## src/rtl/fft_butterfly_issue_ctrl.sv

```systemverilog
// Radix-2 FFT stage issue controller: walks butterflies for one stage and retires write-backs in issue order.
// Optional macro FFT_ISSUE_PERF_CNT_EN adds the stall_cycles performance counter output.
module fft_butterfly_issue_ctrl #(
    parameter int LOG_N        = 10,
    parameter int BFLY_LATENCY = 4
) (
    input  logic                     clk,
    input  logic                     rst,
    input  logic                     stage_start,
    input  logic [$clog2(LOG_N)-1:0] stage_idx,
    input  logic                     issue_stall,
    output logic                     rd_en,
    output logic [LOG_N-1:0]         rd_addr_a,
    output logic [LOG_N-1:0]         rd_addr_b,
    output logic                     bfly_start,
    input  logic                     bfly_done,
    output logic                     wr_en,
    output logic [LOG_N-1:0]         wr_addr_a,
    output logic [LOG_N-1:0]         wr_addr_b,
    output logic                     busy,
    output logic                     stage_done,
`ifdef FFT_ISSUE_PERF_CNT_EN
    output logic [31:0]              stall_cycles,
`endif
    output logic                     err
);
    localparam int SW = $clog2(LOG_N);
    localparam logic [LOG_N-1:0] K_LAST = LOG_N'((1 << (LOG_N - 1)) - 1);

    typedef enum logic [1:0] {IDLE, ISSUE, DRAIN, DONE} state_t;

    state_t                  state;
    logic [LOG_N-1:0]        k;
    logic [SW-1:0]           s_q;
    logic [BFLY_LATENCY-1:0] start_hist;
    logic [2*LOG_N-1:0]      fifo_mem [8];
    logic [2:0]              wptr;
    logic [2:0]              rptr;
    logic [3:0]              count;
    logic [3:0]              count_nxt;
    logic                    fifo_full;
    logic                    fifo_empty;
    logic                    issue;
    logic                    pop;
    logic                    in_flight;
    logic [LOG_N-1:0]        half;
    logic [LOG_N-1:0]        addr_a;
    logic [LOG_N-1:0]        addr_b;
    logic [2*LOG_N-1:0]      head;

    assign fifo_full  = (count == 4'd8);
    assign fifo_empty = (count == 4'd0);
    assign issue      = (state == ISSUE) && !issue_stall && !fifo_full;
    assign pop        = bfly_done && !fifo_empty;
    assign count_nxt  = count + 4'(issue) - 4'(pop);
    assign head       = fifo_mem[rptr];
    // Any start still within its latency window keeps the stage from closing.
    assign in_flight  = |start_hist;

    // Insert a zero at bit s of k: low s bits stay, the rest move up one place.
    always_comb begin
        half   = LOG_N'(1) << s_q;
        addr_a = (((k >> s_q) << s_q) << 1) | (k & (half - 1'b1));
        addr_b = addr_a | half;
    end

    assign rd_en      = issue;
    assign rd_addr_a  = issue ? addr_a : '0;
    assign rd_addr_b  = issue ? addr_b : '0;
    assign bfly_start = start_hist[0];
    assign wr_en      = pop;
    assign wr_addr_a  = pop ? head[2*LOG_N-1:LOG_N] : '0;
    assign wr_addr_b  = pop ? head[LOG_N-1:0] : '0;

    always_ff @(posedge clk or posedge rst) begin
        if (rst) begin
            state      <= IDLE;
            k          <= '0;
            s_q        <= '0;
            busy       <= 1'b0;
            stage_done <= 1'b0;
        end else begin
            case (state)
                IDLE: begin
                    if (stage_start) begin
                        state <= ISSUE;
                        s_q   <= stage_idx;
                        k     <= '0;
                        busy  <= 1'b1;
                    end
                end
                ISSUE: begin
                    if (issue) begin
                        if (k == K_LAST) state <= DRAIN;
                        else k <= k + 1'b1;
                    end
                end
                DRAIN: begin
                    if (count_nxt == 4'd0 && !in_flight) begin
                        state      <= DONE;
                        stage_done <= 1'b1;
                    end
                end
                default: begin
                    state      <= IDLE;
                    stage_done <= 1'b0;
                    busy       <= 1'b0;
                end
            endcase
        end
    end

    always_ff @(posedge clk or posedge rst) begin
        if (rst) start_hist <= '0;
        else start_hist <= (start_hist << 1) | BFLY_LATENCY'(issue);
    end

    // Pending write-back FIFO; pointers wrap naturally at 8 entries.
    always_ff @(posedge clk or posedge rst) begin
        if (rst) begin
            wptr  <= '0;
            rptr  <= '0;
            count <= '0;
        end else begin
            if (issue) wptr <= wptr + 3'd1;
            if (pop) rptr <= rptr + 3'd1;
            count <= count_nxt;
        end
    end

    always_ff @(posedge clk) begin
        if (issue) fifo_mem[wptr] <= {addr_a, addr_b};
    end

    always_ff @(posedge clk or posedge rst) begin
        if (rst) err <= 1'b0;
        else if (bfly_done && fifo_empty) err <= 1'b1;
    end

`ifdef FFT_ISSUE_PERF_CNT_EN
    always_ff @(posedge clk or posedge rst) begin
        if (rst) stall_cycles <= '0;
        else if (state == IDLE && stage_start) stall_cycles <= '0;
        else if (state == ISSUE && !issue && stall_cycles != '1) stall_cycles <= stall_cycles + 1'b1;
    end
`endif

endmodule

```

## config.mk

```make
export PLATFORM = sky130hd
export DESIGN_NAME = fft_butterfly_issue_ctrl
export DESIGN_NICKNAME = d
export VERILOG_FILES = /design/src/rtl/fft_butterfly_issue_ctrl.sv
export SDC_FILE = /design/constraint.sdc
export NUM_CORES = 1
export LEC_CHECK = 0
export ABC_CLOCK_PERIOD_IN_PS = 11700
export CORE_ASPECT_RATIO = 0.9
export CORE_MARGIN = 2
export CORE_UTILIZATION = 34
export CTS_CLUSTER_SIZE = 16
export DETAILED_ROUTE_END_ITERATION = 8
export PLACE_DENSITY = 0.49
export SLEW_MARGIN = 15
export SYNTH_ARGS = -nofsm -noshare
export SYNTH_HDL_FRONTEND = slang
export SYNTH_SLANG_ARGS = --single-unit
```

## constraint.sdc

```tcl
create_clock -name clk -period 11.7 [get_ports clk]
set_input_delay 1.17 -clock clk [delete_from_list [all_inputs] [get_ports clk]]
set_output_delay 1.17 -clock clk [all_outputs]
set_load 0.05 [all_outputs]
```

* Yosys cells after proc, flatten, opt, wreduce, memory -nomap -nowiden
Memory sizes are Yosys's and may differ from the RTL's. Index checks and enable logic that the tools add are counted.
Storage, ports and cells: bits in writable memories 160, word-level logic and storage cells 75, output and inout bits 46, input port bits 9, memories kept 1, flip-flop bits (word level) 33
Memory list:
- fifo_mem | depth 8, width 20, rd ports 1, clocked after memory_dff 0, write ports 1, line 36 | logic [2*LOG_N-1:0] fifo_mem [8];
Cells by class: bitwise gates (word level) 6, equality and inequality tests 9, multiplexer cells 19, $add $sub $neg 6, reduce and logical (&&, ||, !) cells 21, shift operators 3
Operators with widths (number):
- 2-to-1 mux 10 bit | 7
- OR 10 bit | 2
- case mux 10 bit (2 select lines) | 1
- adder 10 x 1 -> 10 bit (second input constant) | 1
- bitwise AND 10 bit | 1
- equality test 10 x 9 -> 1 bit (second input constant) | 1
- left shift 1 x 4 -> 10 bit (first input constant) | 1
- left shift 10 x 4 -> 9 bit | 1
- right shift 10 x 4 -> 10 bit | 1
- subtractor 10 x 1 -> 10 bit (second input constant) | 1
- logical NOT 4 bit | 2
- 2-to-1 mux 2 bit | 4
- != test 2 bit (second input constant) | 4
- AND reduction 4 bit | 2
- adder 3 x 1 -> 3 bit (second input constant) | 2
- case mux 2 bit (3 select lines) | 1
- AND reduction 2 bit | 3
- logical AND 1 bit | 5
- adder 4 x 1 -> 4 bit | 1
- equality test 4 bit (second input constant) | 1
- logical NOT 1 bit | 4
- 2-to-1 mux 1 bit | 4
- OR 4 x 1 -> 4 bit | 1
- case mux 1 bit (2 select lines) | 2
- other kinds (9) | 11

* Logic depth before layout (Yosys ltp)
depth in word-level cells 9, mapped depth 13, depth with buffers taken out 13

* Worst setup path after synthesis
Ideal clock, no wire load.
path kind input to output, start point in issue_stall, end point out rd_addr_b[3], arrival time 3876 ps, stages on the path 2, required time 10530 ps, buffers on the path 0, setup slack 6654 ps, cells stage by stage a211o_1 > a2111oi_0
On the way: word-level cells in the longest chain between the ends 4
Ends and longest elaborated chain:
- start: declaration | line 11 | input logic issue_stall,
- logical NOT 1 bit | line 53 | assign issue = (state == ISSUE) && !issue_stall && !fifo_full;
- logical AND 1 bit (2 in series) | line 53
- 2-to-1 mux 10 bit | line 69 | assign rd_addr_b = issue ? addr_b : '0;
- end: declaration | line 14 | output logic [LOG_N-1:0] rd_addr_b,
Every way passes these cells.

* Worst setup path in the final report
start point in issue_stall, end point out rd_addr_a[0]
On the way: word-level cells in the longest chain between the ends 4
Ends and longest elaborated chain:
- logical NOT 1 bit | line 53
- logical AND 1 bit (2 in series) | line 53
- 2-to-1 mux 10 bit | line 68 | assign rd_addr_a = issue ? addr_a : '0;
- end: declaration | line 13 | output logic [LOG_N-1:0] rd_addr_a,
Every way passes these cells.

==> results.tsv <==
metric	value	unit
Synth warnings	0	
Top FF cell, synth	edfxtp_1	
DRT Pass-1 Iters	5	
number of port buffers	54	
Slew @ Worst Pin	0.951	ns
MaxCap Viol Count	0	
Tot Pwr	0.00247	W
R2R cell count	11	
#FFs+latches synth	193	
worst skew pair latency	0.43	ns
Final ANT Viol Nets	0	
vias	5124	
area of the multi-input gates	2860	sq um
Post-Syn Area	8670	sq um
Setup crit end kind	primary output	
clk_skew	0.0124	ns
Req. time, crit path	10.53	ns
Final setup viols	0	
RSZ-0062 raised after global routing	no	
CTS Hold Bufs	0	
antenna cell count	0	
die span in x	172	microns
DP HPWL	12500	microns
worst hold path class	reg -> reg	
Hold Fails Final Rpt	0	
Max Fclk	193	MHz
critical-path maximum fanout	23	
flop2flop setup slack	7.67	ns
FP Rows	55	
io pins	55	
CTS tree	built	
XOR/XNOR share of the synthesized area	0.00909	
post-CTS setup repair buffer count	0	
nets@finish	649	
combinational family with the most area after synthesis	multiplexers	
Distinct cells, synth	65	
DRC violations left	0	
Max Slew Vio Count	0	
GPL Wtd Cong	0.840	
Initial DRC Count	446	
register area	5630	sq um
clock buffer depth	2	
clock tree sinks	193	
fin crit share	0.443	
core box area	25100	sq um
vias in the first global route	5353	
CP arrival	4.01	ns
Post-synth ARST share	0.171	
PwrDens	242	nW/um^2
TNS Setup	0	ns
vias per cell	5.22	
Tot GR Track Use	0.161	
mux cell area share after synthesis	0.142	
Post-Synth Adder-Cell Area	0.0211	
DR WL/cell	20.9	microns
Die Area	26800	sq um
GRT overflow	0	
worst rel slew slack	0.362	
synthesized instance count	576	
pin count of the biggest net entering global routing	43	
Worst setup startpoint	issue_stall	
Leak Pwr	3.59	nW
post-layout min period	5.18	ns
root buf cell	clkbuf_16	
number of synthesized flops with an enable pin	160	
first-pass GRT wire length	31800	microns
Compound-Gate Fraction of Synth Area	0.0675	
fill cell count	2308	
status	complete, no violations	
r2r endpoint	state[0]	
Synth Net Count	599	
Setup crit start kind	input pin	
r2r startpoint	state[1]	
initial core utilization	0.345	
worst hold start	start_hist[2]	
total CTS buffers	17	
Area growth, synth to finish	17.7	%
Setup crit end	rd_addr_a[0]	
maximum vdd drop	103	uV
H-tree levels	4	
Synth Area per Inst	15.1	sq um
total wire length	20500	microns
Clk pin slew, worst setup/hold paths	0.07	ns
antenna violations before repair	0	
Worst Path Class, Setup	in -> out	
die height	156	microns
sequential element share of the synthesized area	0.649	
PostCTS Resize Cnt	0	
simple-gate share of the synthesized area	0.0844	
layout cells sized above 1	0.172	
[kinds of logic (layout without fill, tap and decap cells)]
kind of cell / Yosys count / after routing
multiplexers: 71 / 71
adder cells (fa/ha/maj): 14 / 14
buffers and inverters: 58 / 121
AND/OR/NAND/NOR: 148 / 148
XOR/XNOR: 9 / 9
flip-flops: 193 / 193
AO/OA/AOI/OAI: 83 / 83
[flip-flops by register name (all words and copies together) (netlist names)]
signal / count
k: 10
rptr: 3
count: 4
wptr: 3
s_q: 4
stage_done: 1
err: 1
state: 2
fifo_mem: 160
start_hist: 4
busy: 1
[cell type report]
type                       instances  share of cell area
sequential                       193               0.552
timing repair buffer              66              0.0618
multi-input combinational        325               0.280
tap                              342              0.0419
clock buffer                      18              0.0420
inverter                          23             0.00845
clock inverter                    14              0.0142
[critical path, cell delays in order]
cell and delay, ns:
clkdlybuf4s50_1 0.49, a211o_1 0.66, clkinv_1 0.62, and3_1 0.36, clkdlybuf4s50_1 0.70
[cell usage after synthesis, types with 8 or more instances]
cell type  number  area share
clkbuf_1       17      0.0074
mux2_2          8       0.010
inv_1          21      0.0091
dfrtp_1        33       0.095
nand2_1        43       0.019
ha_1           13       0.019
edfxtp_1      160        0.55
nor2_1         44       0.019
buf_1           9      0.0039
mux2i_1        22       0.025
buf_2           9      0.0052
o21ai_0        10      0.0058
nand3_1        11      0.0063
mux4_2         41        0.11
a21oi_1        23       0.013
[layout by cell type (no fill, tap or decap), types with 3 or more instances in the layout]
cell,Yosys,layout
edfxtp_1,160,160
clkdlybuf4s50_1,0,54
nand2_1,43,43
nor2_1,44,43
mux4_2,41,41
dfrtp_1,33,31
a21oi_1,23,23
mux2i_1,22,22
inv_1,21,21
clkbuf_16,0,17
ha_1,13,13
buf_4,0,12
nand3_1,11,11
o21ai_0,10,10
mux2_2,8,8
xnor2_1,7,7
and2_1,6,6
a31oi_1,5,5
nor3_1,7,5
a32oi_1,5,5
and3_1,4,4
or4_1,4,4
nor4_1,5,4
a41o_1,3,3
a211o_1,3,3
nor3b_2,1,3
nor2b_1,3,3
o211ai_1,3,3
a2bb2oi_1,3,3
clkinv_4,0,3
inv_8,0,3
inv_6,0,3
clkinv_8,0,3
[per-layer routing]
layer	part of all wire	up-vias	routed length, microns	GRT usage
met5	0	-	0	0
met4	0.0080	0	165	0.0340
met3	0.038	9	779	0.0310
met2	0.50	128	10200	0.269
met1	0.46	2658	9360	0.221
li1	-	2329	-	-
[worst min path at each step]
| stage | endpoint | slack (ns) | cells past startpoint |
|---|---|---|---|
| floorplan | start_hist[2] | 0.35 | 0 |
| global placement | start_hist[3] | 0.36 | 0 |
| detailed placement | start_hist[2] | 0.37 | 0 |
| CTS | start_hist[2] | 0.39 | 0 |
| global route | start_hist[2] | 0.40 | 0 |
| finish | start_hist[3] | 0.39 | 0 |
[through the flow]
stage          utilization  setup slack (ns)  hold WS (ns)  instances  cell area (sq um)
2_1_floorplan            -              6.65         0.354        576               8670
3_3_place_gp         0.384              6.57         0.364        949               9640
3_5_place_dp         0.384              6.52         0.373        949               9640
4_1_cts              0.407              6.50         0.393        981              10200
5_1_grt              0.407              6.33         0.402        981              10200
6_report             0.407              6.52         0.391        981              10200
[where the power goes]
group          switching (W)  internal, W
Clock               0.000276     0.000284
Sequential         0.0000963     0.000858
Combinational       0.000581     0.000372
Total               0.000953      0.00151
Note: power is estimated with default switching activity, not from simulation.
